$ cat config.mk
export PLATFORM = sky130hd
export DESIGN_NAME = lsu_mem_if_flat
export DESIGN_NICKNAME = d
export VERILOG_FILES = /design/src/rtl/lsu_mem_if_if.sv /design/src/rtl/lsu_mem_if.sv /design/src/flat_wrapper.sv
export SDC_FILE = /design/constraint.sdc
export NUM_CORES = 1
export LEC_CHECK = 0
export ABC_AREA = 1
export BUFFER_PORTS_ARGS = -buffer_cell sky130_fd_sc_hd__buf_2
export CORE_ASPECT_RATIO = 1.5
export CORE_MARGIN = 8
export CORE_UTILIZATION = 57
export DETAILED_ROUTE_END_ITERATION = 12
export PLACE_DENSITY = 0.86
export SYNTH_ARGS = -nofsm -noshare
export SYNTH_HDL_FRONTEND = slang
export SYNTH_SLANG_ARGS = --single-unit
$ cat constraint.sdc
create_clock -name clk -period 2.6 [get_ports clk]
set_clock_uncertainty 0.2 [all_clocks]
set_input_delay 0.13 -clock clk [delete_from_list [all_inputs] [get_ports clk]]
set_output_delay 0.13 -clock clk [all_outputs]
set_load 0.005 [all_outputs]
$ cat src/rtl/lsu_mem_if_if.sv
// Signal bundle for the lsu_mem_if stage: request/response handshakes plus the word-wide data memory bus.
// The master side is the environment: pipeline plus data memory.
interface lsu_mem_if_if #(
    parameter int width = 32
);
    logic             req_valid;
    logic             req_ready;
    logic             req_we;
    logic [2:0]       req_funct3;
    logic [width-1:0] req_addr;
    logic [width-1:0] req_wdata;
    logic             resp_valid;
    logic             resp_ready;
    logic [width-1:0] resp_rdata;
    logic             resp_err;
    logic [width-1:0] mem_addr;
    logic             mem_read;
    logic             mem_write;
    logic [width-1:0] mem_wdata;
    logic [width-1:0] mem_rdata;

    modport master (
        output req_valid, req_we, req_funct3, req_addr, req_wdata, resp_ready, mem_rdata,
        input  req_ready, resp_valid, resp_rdata, resp_err, mem_addr, mem_read, mem_write, mem_wdata
    );

    modport slave (
        input  req_valid, req_we, req_funct3, req_addr, req_wdata, resp_ready, mem_rdata,
        output req_ready, resp_valid, resp_rdata, resp_err, mem_addr, mem_read, mem_write, mem_wdata
    );
endinterface

$ cat src/rtl/lsu_mem_if.sv
// Load/store stage between MEM and a word-wide data memory without byte enables:
// sub-word loads are extracted and extended, sub-word stores go through read-modify-write.
module lsu_mem_if #(
    parameter int width = 32
) (
    input logic          clk,
    input logic          rst_n,
    lsu_mem_if_if.slave  bus
);

    typedef enum logic [2:0] {
        IDLE     = 3'd0,
        RD_REQ   = 3'd1,
        RD_WAIT  = 3'd2,
        RMW_RD   = 3'd3,
        RMW_WAIT = 3'd4,
        WR       = 3'd5,
        RESP     = 3'd6
    } state_t;

    state_t           state_r;
    logic [width-1:0] addr_r;
    logic [width-1:0] wdata_r;
    logic [width-1:0] mem_wdata_r;
    logic [width-1:0] resp_rdata_r;
    logic [2:0]       funct3_r;
    logic             resp_err_r;
    logic             req_ready_r;
    logic             accept_s;
    logic             req_err_s;

    // Illegal funct3 for the direction, or address not aligned to the access size.
    function automatic logic access_err(input logic we, input logic [2:0] f3, input logic [1:0] a);
        logic err;
        case (f3)
            3'b000:  err = 1'b0;
            3'b001:  err = a[0];
            3'b010:  err = (a != 2'b00);
            3'b100:  err = we;
            3'b101:  err = we | a[0];
            default: err = 1'b1;
        endcase
        return err;
    endfunction

    function automatic logic [width-1:0] load_extract(input logic [2:0] f3, input logic [1:0] a,
                                                      input logic [width-1:0] rdata);
        logic [width-1:0] sh;
        logic [width-1:0] res;
        sh = rdata >> {a, 3'b000};
        case (f3)
            3'b000:  res = {{(width-8){sh[7]}}, sh[7:0]};
            3'b001:  res = {{(width-16){sh[15]}}, sh[15:0]};
            3'b010:  res = rdata;
            3'b100:  res = {{(width-8){1'b0}}, sh[7:0]};
            3'b101:  res = {{(width-16){1'b0}}, sh[15:0]};
            default: res = {width{1'b0}};
        endcase
        return res;
    endfunction

    // Replace the addressed byte/halfword lane of the old word with the low bits of wdata.
    function automatic logic [width-1:0] store_merge(input logic [2:0] f3, input logic [1:0] a,
                                                     input logic [width-1:0] rdata,
                                                     input logic [width-1:0] wdata);
        logic [width-1:0] mask;
        logic [width-1:0] ins;
        case (f3)
            3'b000:  mask = {{(width-8){1'b0}}, 8'hFF};
            3'b001:  mask = {{(width-16){1'b0}}, 16'hFFFF};
            default: mask = {width{1'b1}};
        endcase
        mask = mask << {a, 3'b000};
        ins  = (wdata << {a, 3'b000}) & mask;
        return (rdata & ~mask) | ins;
    endfunction

    assign accept_s  = bus.req_valid & req_ready_r;
    assign req_err_s = access_err(bus.req_we, bus.req_funct3, bus.req_addr[1:0]);

    // Transaction FSM; req_ready is registered so it stays low while reset is asserted.
    always_ff @(posedge clk or negedge rst_n) begin
        if (!rst_n) begin
            state_r      <= IDLE;
            addr_r       <= {width{1'b0}};
            wdata_r      <= {width{1'b0}};
            mem_wdata_r  <= {width{1'b0}};
            resp_rdata_r <= {width{1'b0}};
            funct3_r     <= 3'b000;
            resp_err_r   <= 1'b0;
            req_ready_r  <= 1'b0;
        end else begin
            case (state_r)
                IDLE: begin
                    if (accept_s) begin
                        addr_r       <= bus.req_addr;
                        wdata_r      <= bus.req_wdata;
                        mem_wdata_r  <= bus.req_wdata;
                        funct3_r     <= bus.req_funct3;
                        resp_rdata_r <= {width{1'b0}};
                        resp_err_r   <= req_err_s;
                        req_ready_r  <= 1'b0;
                        if (req_err_s) begin
                            state_r <= RESP;
                        end else if (!bus.req_we) begin
                            state_r <= RD_REQ;
                        end else if (bus.req_funct3 == 3'b010) begin
                            state_r <= WR;
                        end else begin
                            state_r <= RMW_RD;
                        end
                    end else begin
                        req_ready_r <= 1'b1;
                    end
                end
                RD_REQ:   state_r <= RD_WAIT;
                RD_WAIT: begin
                    resp_rdata_r <= load_extract(funct3_r, addr_r[1:0], bus.mem_rdata);
                    state_r      <= RESP;
                end
                RMW_RD:   state_r <= RMW_WAIT;
                RMW_WAIT: begin
                    mem_wdata_r <= store_merge(funct3_r, addr_r[1:0], bus.mem_rdata, wdata_r);
                    state_r     <= WR;
                end
                WR:       state_r <= RESP;
                RESP: begin
                    if (bus.resp_ready) begin
                        state_r     <= IDLE;
                        req_ready_r <= 1'b1;
                    end else begin
                        state_r <= RESP;
                    end
                end
                default: begin
                    state_r     <= IDLE;
                    req_ready_r <= 1'b0;
                end
            endcase
        end
    end

    assign bus.req_ready  = req_ready_r;
    assign bus.resp_valid = (state_r == RESP);
    assign bus.resp_rdata = resp_rdata_r;
    assign bus.resp_err   = resp_err_r;
    assign bus.mem_addr   = {addr_r[width-1:2], 2'b00};
    assign bus.mem_read   = (state_r == RD_REQ) || (state_r == RMW_RD);
    assign bus.mem_write  = (state_r == WR);
    assign bus.mem_wdata  = mem_wdata_r;

endmodule

$ cat src/flat_wrapper.sv
// flat-port wrapper written by rule: the top's interface ports become plain ports
module lsu_mem_if_flat 
#(
    parameter int width = 32
)
  (clk, rst_n, bus_req_valid, bus_req_we, bus_req_funct3, bus_req_addr, bus_req_wdata, bus_resp_ready, bus_mem_rdata, bus_req_ready, bus_resp_valid, bus_resp_rdata, bus_resp_err, bus_mem_addr, bus_mem_read, bus_mem_write, bus_mem_wdata);
  lsu_mem_if_if #(.width(width)) bus_i ();
  input logic clk;
  input logic rst_n;
  input wire logic [$bits(bus_i.req_valid)-1:0] bus_req_valid;
  input wire logic [$bits(bus_i.req_we)-1:0] bus_req_we;
  input wire logic [$bits(bus_i.req_funct3)-1:0] bus_req_funct3;
  input wire logic [$bits(bus_i.req_addr)-1:0] bus_req_addr;
  input wire logic [$bits(bus_i.req_wdata)-1:0] bus_req_wdata;
  input wire logic [$bits(bus_i.resp_ready)-1:0] bus_resp_ready;
  input wire logic [$bits(bus_i.mem_rdata)-1:0] bus_mem_rdata;
  output wire logic [$bits(bus_i.req_ready)-1:0] bus_req_ready;
  output wire logic [$bits(bus_i.resp_valid)-1:0] bus_resp_valid;
  output wire logic [$bits(bus_i.resp_rdata)-1:0] bus_resp_rdata;
  output wire logic [$bits(bus_i.resp_err)-1:0] bus_resp_err;
  output wire logic [$bits(bus_i.mem_addr)-1:0] bus_mem_addr;
  output wire logic [$bits(bus_i.mem_read)-1:0] bus_mem_read;
  output wire logic [$bits(bus_i.mem_write)-1:0] bus_mem_write;
  output wire logic [$bits(bus_i.mem_wdata)-1:0] bus_mem_wdata;
  assign bus_i.req_valid = bus_req_valid;
  assign bus_i.req_we = bus_req_we;
  assign bus_i.req_funct3 = bus_req_funct3;
  assign bus_i.req_addr = bus_req_addr;
  assign bus_i.req_wdata = bus_req_wdata;
  assign bus_i.resp_ready = bus_resp_ready;
  assign bus_i.mem_rdata = bus_mem_rdata;
  assign bus_req_ready = bus_i.req_ready;
  assign bus_resp_valid = bus_i.resp_valid;
  assign bus_resp_rdata = bus_i.resp_rdata;
  assign bus_resp_err = bus_i.resp_err;
  assign bus_mem_addr = bus_i.mem_addr;
  assign bus_mem_read = bus_i.mem_read;
  assign bus_mem_write = bus_i.mem_write;
  assign bus_mem_wdata = bus_i.mem_wdata;
  lsu_mem_if #(.width(width)) u_core (.clk(clk), .rst_n(rst_n), .bus(bus_i));
endmodule
# Word-level counts from Yosys, hierarchy flattened
# Index checks and enable logic that the tools add are counted.
# classes
eq_ne	16
shift	3
mux	17
bitwise	7
n_reduce_logical	13
# ops
op	count
case mux 32 bit (2 select lines)	3
case mux 32 bit (5 select lines)	1
two-way mux 32 bit	3
AND 32 bit	2
left shift 32 x 5 -> 32 bit	2
inverter 32 bit	1
OR 32 bit	1
>> shifter 32 x 5 -> 16 bit	1
== test 3 bit (second input constant)	7
case mux 3 bit (6 select lines)	1
two-way mux 3 bit	5
== test 3 x 2 -> 1 bit (second input constant)	4
== test 3 x 1 -> 1 bit (second input constant)	3
zero test 3 bit	3
AND reduction 2 bit	4
nonzero test 2 bit	3
case mux 1 bit (5 select lines)	1
OR reduction 5 bit	1
case mux 1 bit (3 select lines)	1
two-way mux 1 bit	2
inequality test 2 x 1 -> 1 bit (second input constant)	1
inequality test 2 bit (second input constant)	1
OR reduction 2 bit	1
AND 1 bit	1
3 further kinds	3
# totals
reg_bits	136
out_inout_bits	101
elab_cells	64

# Logic depth before layout (Yosys ltp)
# logic_depth
depth_word	8
mapped_depth	10

# Worst setup path after synthesis
# No wires, ideal clock.
# synth_timing
path_type	reg-to-reg
startpoint	register u_core.state_r[1]
endpoint	register u_core.resp_rdata_r[11], in the netlist u_core.bus.resp_rdata[11]
setup_ns	0.117
t_arrival_ns	1.235
slack_ns	1.048
stages_incl_launch_ff	10
path_buffers	1
synth_period_minus_slack_ns	1.552
cell_sequence	dfrtp_1 -> nor2_2 -> nand2_2 -> nor2_4 -> inv_4 -> o21ai_2 -> inv_2 -> buf_2 -> nand2_1 -> nand2_1
# synth_via
elab_chain_len	3
# synth_rtl
item	line_no	text
start, declared	lsu_mem_if.sv:21	state_t state_r;
start signal, assigned	lsu_mem_if.sv:84	state_r <= IDLE;
start signal, assigned	lsu_mem_if.sv:104	state_r <= RESP;
start signal, assigned	lsu_mem_if.sv:106	state_r <= RD_REQ;
zero test 3 bit or == test 3 x 2 -> 1 bit (tied branches)	lsu_mem_if.sv:93	case (state_r)
inequality test 2 x 1 -> 1 bit (no source line) or nonzero test 2 bit (tied branches)	-	
AND reduction 2 bit (no source line)	-	
end signal, assigned	lsu_mem_if.sv:88	resp_rdata_r <= {width{1'b0}};
end signal, assigned	lsu_mem_if.sv:100	resp_rdata_r <= {width{1'b0}};
end signal, assigned	lsu_mem_if.sv:118	resp_rdata_r <= load_extract(funct3_r, addr_r[1:0], bus.mem_rdata);
end, declared	lsu_mem_if.sv:25	logic [width-1:0] resp_rdata_r;
# Parallel ways exist; a longest one is shown, timed or not.
# A chain may end at the register's enable or synchronous reset.

# Final worst setup path
# layout_timing
startpoint	register u_core.addr_r[1]
endpoint	register u_core.mem_wdata_r[5], in the netlist u_core.bus.mem_wdata[5]
# layout_via
elab_chain_len	5
# layout_rtl
item	line_no	text
start, declared	lsu_mem_if.sv:22	logic [width-1:0] addr_r;
start signal, assigned	lsu_mem_if.sv:85	addr_r <= {width{1'b0}};
start signal, assigned	lsu_mem_if.sv:96	addr_r <= bus.req_addr;
left shift 32 x 5 -> 32 bit	lsu_mem_if.sv:73	mask = mask << {a, 3'b000};
inverter 32 bit	lsu_mem_if.sv:75	return (rdata & ~mask) | ins;
AND 32 bit	lsu_mem_if.sv:75	
OR 32 bit (*)	lsu_mem_if.sv:75	
case mux 32 bit (2 select lines) (*)	lsu_mem_if.sv:93	
end signal, assigned	lsu_mem_if.sv:87	mem_wdata_r <= {width{1'b0}};
end signal, assigned	lsu_mem_if.sv:98	mem_wdata_r <= bus.req_wdata;
end signal, assigned	lsu_mem_if.sv:123	mem_wdata_r <= store_merge(funct3_r, addr_r[1:0], bus.mem_rdata, wdata_r);
end, declared	lsu_mem_if.sv:24	logic [width-1:0] mem_wdata_r;
# Mark *: on every way between the ends. The rest lies on a longest branch, timed or not.

==> metrics.txt <==
# TYPE chip_impl_metric gauge
chip_impl_metric{name="worstPathMaxFanout",unit=""} 17
chip_impl_info{name="outcome",value="finished, final reports clean"} 1
chip_impl_metric{name="io-pin-count",unit=""} 205
chip_impl_info{name="most_common_library_cells_after_synthesis",value="sky130_fd_sc_hd__nand2_1 (525), sky130_fd_sc_hd__dfrtp_1 (136), sky130_fd_sc_hd__inv_1 (89)"} 1
chip_impl_info{name="timing.critical_path.from_type",value="flip-flop"} 1
chip_impl_metric{name="route.detailed.vias_per_inst",unit=""} 5.490
chip_impl_metric{name="ys_async_sr_fraction",unit=""} 1.000
chip_impl_metric{name="netlist_area",unit="mm^2"} 0.007242
chip_impl_metric{name="slew-limit-headroom",unit=""} 0.6398
chip_impl_metric{name="synth.distinct_cells",unit=""} 24
chip_impl_metric{name="place.gp.congestion",unit=""} 0.9653
chip_impl_info{name="tritoncts",value="yes"} 1
chip_impl_metric{name="min_period",unit="ns"} 2.435
chip_impl_metric{name="number_of_enable_flip_flop_cells_after_synthesis",unit=""} 0
chip_impl_info{name="post-synth-top-count-cell",value="sky130_fd_sc_hd__nand2_1"} 1
chip_impl_info{name="synth_top_cells_by_area",value="sky130_fd_sc_hd__dfrtp_1 (47%), sky130_fd_sc_hd__nand2_1 (27%), sky130_fd_sc_hd__inv_1 (4.6%), sky130_fd_sc_hd__nand3_1 (4.5%), sky130_fd_sc_hd__buf_4 (3.7%)"} 1
chip_impl_info{name="synth_top_family_by_area",value="simple AND/OR/NAND/NOR gates"} 1
chip_impl_metric{name="die_h",unit="um"} 154.1
chip_impl_metric{name="groute.usage.overall",unit=""} 0.3323
chip_impl_metric{name="area_growth",unit="%"} 35.26
chip_impl_metric{name="reg2reg_depth",unit=""} 6
chip_impl_metric{name="synthesis.area_per_instance",unit="um^2"} 6.990
chip_impl_metric{name="tightest_slew",unit="ns"} 0.5396
chip_impl_metric{name="synth-seq-area-share",unit=""} 0.4699
chip_impl_metric{name="synth_mux_area_frac",unit=""} 0
chip_impl_info{name="cts_root_buf",value="sky130_fd_sc_hd__clkbuf_16"} 1
chip_impl_info{name="grt_setup_unrepaired",value="no"} 1
chip_impl_metric{name="yosys.area_share.adder",unit=""} 0
chip_impl_metric{name="first_global_vias",unit=""} 8368
chip_impl_metric{name="drt-total-wl",unit="mm"} 27.04
chip_impl_metric{name="numPortBuffers",unit=""} 202
chip_impl_metric{name="cp_data_arrival_time",unit="ns"} 2.55
chip_impl_metric{name="first_iter_violations",unit=""} 691
chip_impl_metric{name="design.die.area",unit="mm^2"} 0.01664
chip_impl_metric{name="antenna_found_initial",unit=""} 1
chip_impl_metric{name="remaining_antenna_violation_count",unit=""} 0
chip_impl_metric{name="pin_count_of_the_biggest_net_entering_global_routing",unit=""} 71
chip_impl_metric{name="synth-xor-area-share",unit=""} 0
chip_impl_metric{name="timing.critical_path.required",unit="ns"} 2.72
chip_impl_metric{name="synth_simple_gate_area_share",unit=""} 0.3493
chip_impl_metric{name="setup_viol",unit=""} 0
chip_impl_metric{name="core-area",unit="mm^2"} 0.01245
chip_impl_metric{name="placed_cells",unit=""} 1334
chip_impl_metric{name="power_leakage",unit="nW"} 5.701
chip_impl_metric{name="grt_first_pass_wirelength",unit="mm"} 43.25
chip_impl_metric{name="wl_per_cell",unit="um"} 18.37
chip_impl_info{name="synthFlopType",value="sky130_fd_sc_hd__dfrtp_1"} 1
chip_impl_metric{name="worst-path-stages",unit=""} 6
chip_impl_metric{name="final.setup.tns",unit="ns"} 0
chip_impl_metric{name="yosys_register_bits",unit=""} 136
chip_impl_metric{name="finish.net_count",unit=""} 1406
chip_impl_metric{name="globalRoute.totalOverflow",unit=""} 0
chip_impl_info{name="synth_area_leader_cell",value="sky130_fd_sc_hd__dfrtp_1"} 1
chip_impl_metric{name="std_cell_rows",unit=""} 50
chip_impl_metric{name="critical_path.n_buffers_inverters",unit=""} 2
chip_impl_metric{name="die_w",unit="um"} 108.0
chip_impl_metric{name="starting_utilization_of_the_core_area",unit=""} 0.5817
chip_impl_metric{name="syn_inst",unit=""} 1036
chip_impl_metric{name="clock-sinks",unit=""} 136
chip_impl_metric{name="post-dp-hpwl",unit="mm"} 16.76
chip_impl_info{name="family_of_cells_with_the_greatest_summed_delay_on_the_critical_path",value="buffers and inverters"} 1
chip_impl_metric{name="drv_cap",unit=""} 0
chip_impl_metric{name="final_layout_size_suffix_gt1_frac",unit=""} 0.2046
chip_impl_metric{name="drc_violations_left",unit=""} 0
chip_impl_info{name="worstSetupPathType",value="reg2reg"} 1
chip_impl_metric{name="slew_viol_final",unit=""} 0
chip_impl_metric{name="cts-htree-levels",unit=""} 4
chip_impl_metric{name="final-hold-violation-count",unit=""} 0
chip_impl_metric{name="synthesized_area_fraction_occupied_by_ao_oa_aoi_and_oai_cells",unit=""} 0.06375
chip_impl_metric{name="post_layout_nonfiller_instances",unit=""} 1472
chip_impl_info{name="crit_slowest_cell",value="sky130_fd_sc_hd__dfrtp_1"} 1
chip_impl_metric{name="power_density",unit="mW/mm^2"} 1220
chip_impl_metric{name="synth_top_area_share",unit=""} 0.4699
chip_impl_metric{name="ctsLongestPathBuffers",unit=""} 2
chip_impl_metric{name="layout_worst_path_cycle_share",unit=""} 0.9365
chip_impl_metric{name="worst_skew_pair.late_latency",unit="ns"} 0.43
chip_impl_info{name="hold_path.class",value="in2async"} 1
chip_impl_metric{name="fmaxAchievable",unit="MHz"} 410.7
chip_impl_metric{name="totalPowerFinal",unit="mW"} 11.95
chip_impl_metric{name="synth.yosys.warnings",unit=""} 0
chip_impl_info{name="crit_path_cell_trace",value="inv_2 > nand2_2 > nor2_1 > o21ai_0 > nand3_1 > dlygate4sd3_1"} 1
chip_impl_info{name="timing.critical_path.to_type",value="flip-flop"} 1
chip_impl_metric{name="peakVddDrop",unit="mV"} 0.8168
chip_impl_metric{name="worst_path_largest_cell_delay",unit="ns"} 0.67
chip_impl_metric{name="clkSlewWorstSetupHoldPaths",unit="ns"} 0.06
chip_impl_metric{name="num_vias",unit=""} 8081
chip_impl_metric{name="drt_first_pass_iters",unit=""} 9
chip_impl_metric{name="cts-buffers-inserted",unit=""} 17
[per-layer routing]
layer  up-vias  global-route usage  wire length [um]
met4         0              0.2258              1795
li1       3673                   -                 -
met3       150             0.08577              2453
met5         -                   0                 0
met1      3728              0.3580              9079
met2       530              0.5528             13710
[cell families (layout without fill, tap and decap cells)]
family | count (synthesis) | after routing
flops | 136 | 136
simple gates | 642 | 642
other cells | 1 | 3
buf+inv | 171 | 449
compound gates | 86 | 86
[power breakdown]
| part | switching, mW | internal (mW) | leakage (nW) | total (mW) |
|---|---|---|---|---|
| Sequential | 0.741 | 3.09 | 1.72 | 3.83 |
| Combinational | 3.58 | 1.98 | 3.68 | 5.56 |
| Clock | 1.03 | 1.53 | 0.301 | 2.56 |
| Total | 5.36 | 6.59 | 5.70 | 11.9 |
[worst paths after layout]
path / from / slack, ns / end
setup reg to reg: u_core.addr_r[1] / 0.17 / u_core.bus.mem_wdata[5]
hold reg to reg: u_core.addr_r[4] / 0.27 / u_core.addr_r[4]
hold / removal: rst_n / 0.01 / u_core.bus.mem_wdata[7]
min in group clk: bus_req_addr[19] / 0.25 / u_core.addr_r[19]
max in group asynchronous: rst_n / 1.46 / u_core.addr_r[23]
setup / recovery: u_core.addr_r[1] / 0.17 / u_core.bus.mem_wdata[5]
[layout make-up]
cell class,count,area (um^2)
antenna,1,2.502
tap,156,195.2
inverter,96,366.6
clock inverter,15,188.9
fill,821,2654
multi-input combinational,730,3002
timing repair buffer,321,2211
sequential,136,3405
clock buffer,17,425.4
[repair_timing]
item                                    4_1_cts  5_1_grt
setup buffers                                 0        0
gates resized for setup                       0        2
endpoints found under the setup margin        0        2
hold endpoints to repair                    271        0
hold buffers                                105        0
[flip-flops by register name, indices dropped and copies added (netlist names)]
name and count:
u_core.addr_r 32, u_core.bus.mem_wdata 32, u_core.bus.req_ready 1, u_core.bus.resp_err 1
u_core.bus.resp_rdata 32, u_core.funct3_r 3, u_core.state_r 3, u_core.wdata_r 32
[stage by stage]
stage	util	area (um^2)	hold slack (ns)	setup WS, ns
4_1_cts	0.7862	9788	0.01816	0.1376
6_report	0.7868	9796	0.01003	0.1651
5_1_grt	0.7868	9796	0.03941	0.003752
3_3_place_gp	0.6525	8123	-0.1085	0.5184
3_5_place_dp	0.6525	8123	-0.1027	0.4512
2_1_floorplan	-	7246	-0.3656	1.048
[placed cells by master (no fill, tap or decap)]
cell                            netlist  layout
sky130_fd_sc_hd__nand2_1            525     525
sky130_fd_sc_hd__o21bai_1             3       3
sky130_fd_sc_hd__dlygate4sd3_1        0     105
sky130_fd_sc_hd__buf_6                4       1
sky130_fd_sc_hd__o21ai_0             52      52
sky130_fd_sc_hd__inv_6                0       5
sky130_fd_sc_hd__clkbuf_16            0      17
sky130_fd_sc_hd__dfrtp_1            136     135
sky130_fd_sc_hd__nor2_4               1       1
sky130_fd_sc_hd__diode_2              0       1
sky130_fd_sc_hd__inv_1               89      88
sky130_fd_sc_hd__nand4_1              1       1
sky130_fd_sc_hd__dfrtp_2              0       1
sky130_fd_sc_hd__inv_2                5       5
sky130_fd_sc_hd__buf_2               27     201
sky130_fd_sc_hd__bufinv_16            0       3
sky130_fd_sc_hd__a22oi_1              8       8
sky130_fd_sc_hd__clkinv_4             0       3
sky130_fd_sc_hd__o21ai_2              1       1
sky130_fd_sc_hd__buf_12               0       3
sky130_fd_sc_hd__clkinv_2             0       2
sky130_fd_sc_hd__inv_4                1       1
sky130_fd_sc_hd__o21ai_1              2       2
sky130_fd_sc_hd__conb_1               1       2
sky130_fd_sc_hd__nor2_2               3       4
sky130_fd_sc_hd__nand3_2              1       1
sky130_fd_sc_hd__nand3_1             65      65
sky130_fd_sc_hd__buf_4               36      11
sky130_fd_sc_hd__inv_8                0       1
sky130_fd_sc_hd__clkinv_1             1       1
sky130_fd_sc_hd__nor2_1              40      39
sky130_fd_sc_hd__a21oi_1             20      20
sky130_fd_sc_hd__nand2_2              6       6
sky130_fd_sc_hd__clkinvlp_4           0       2
No activity file was read; power rests on OpenSTA's default activity.
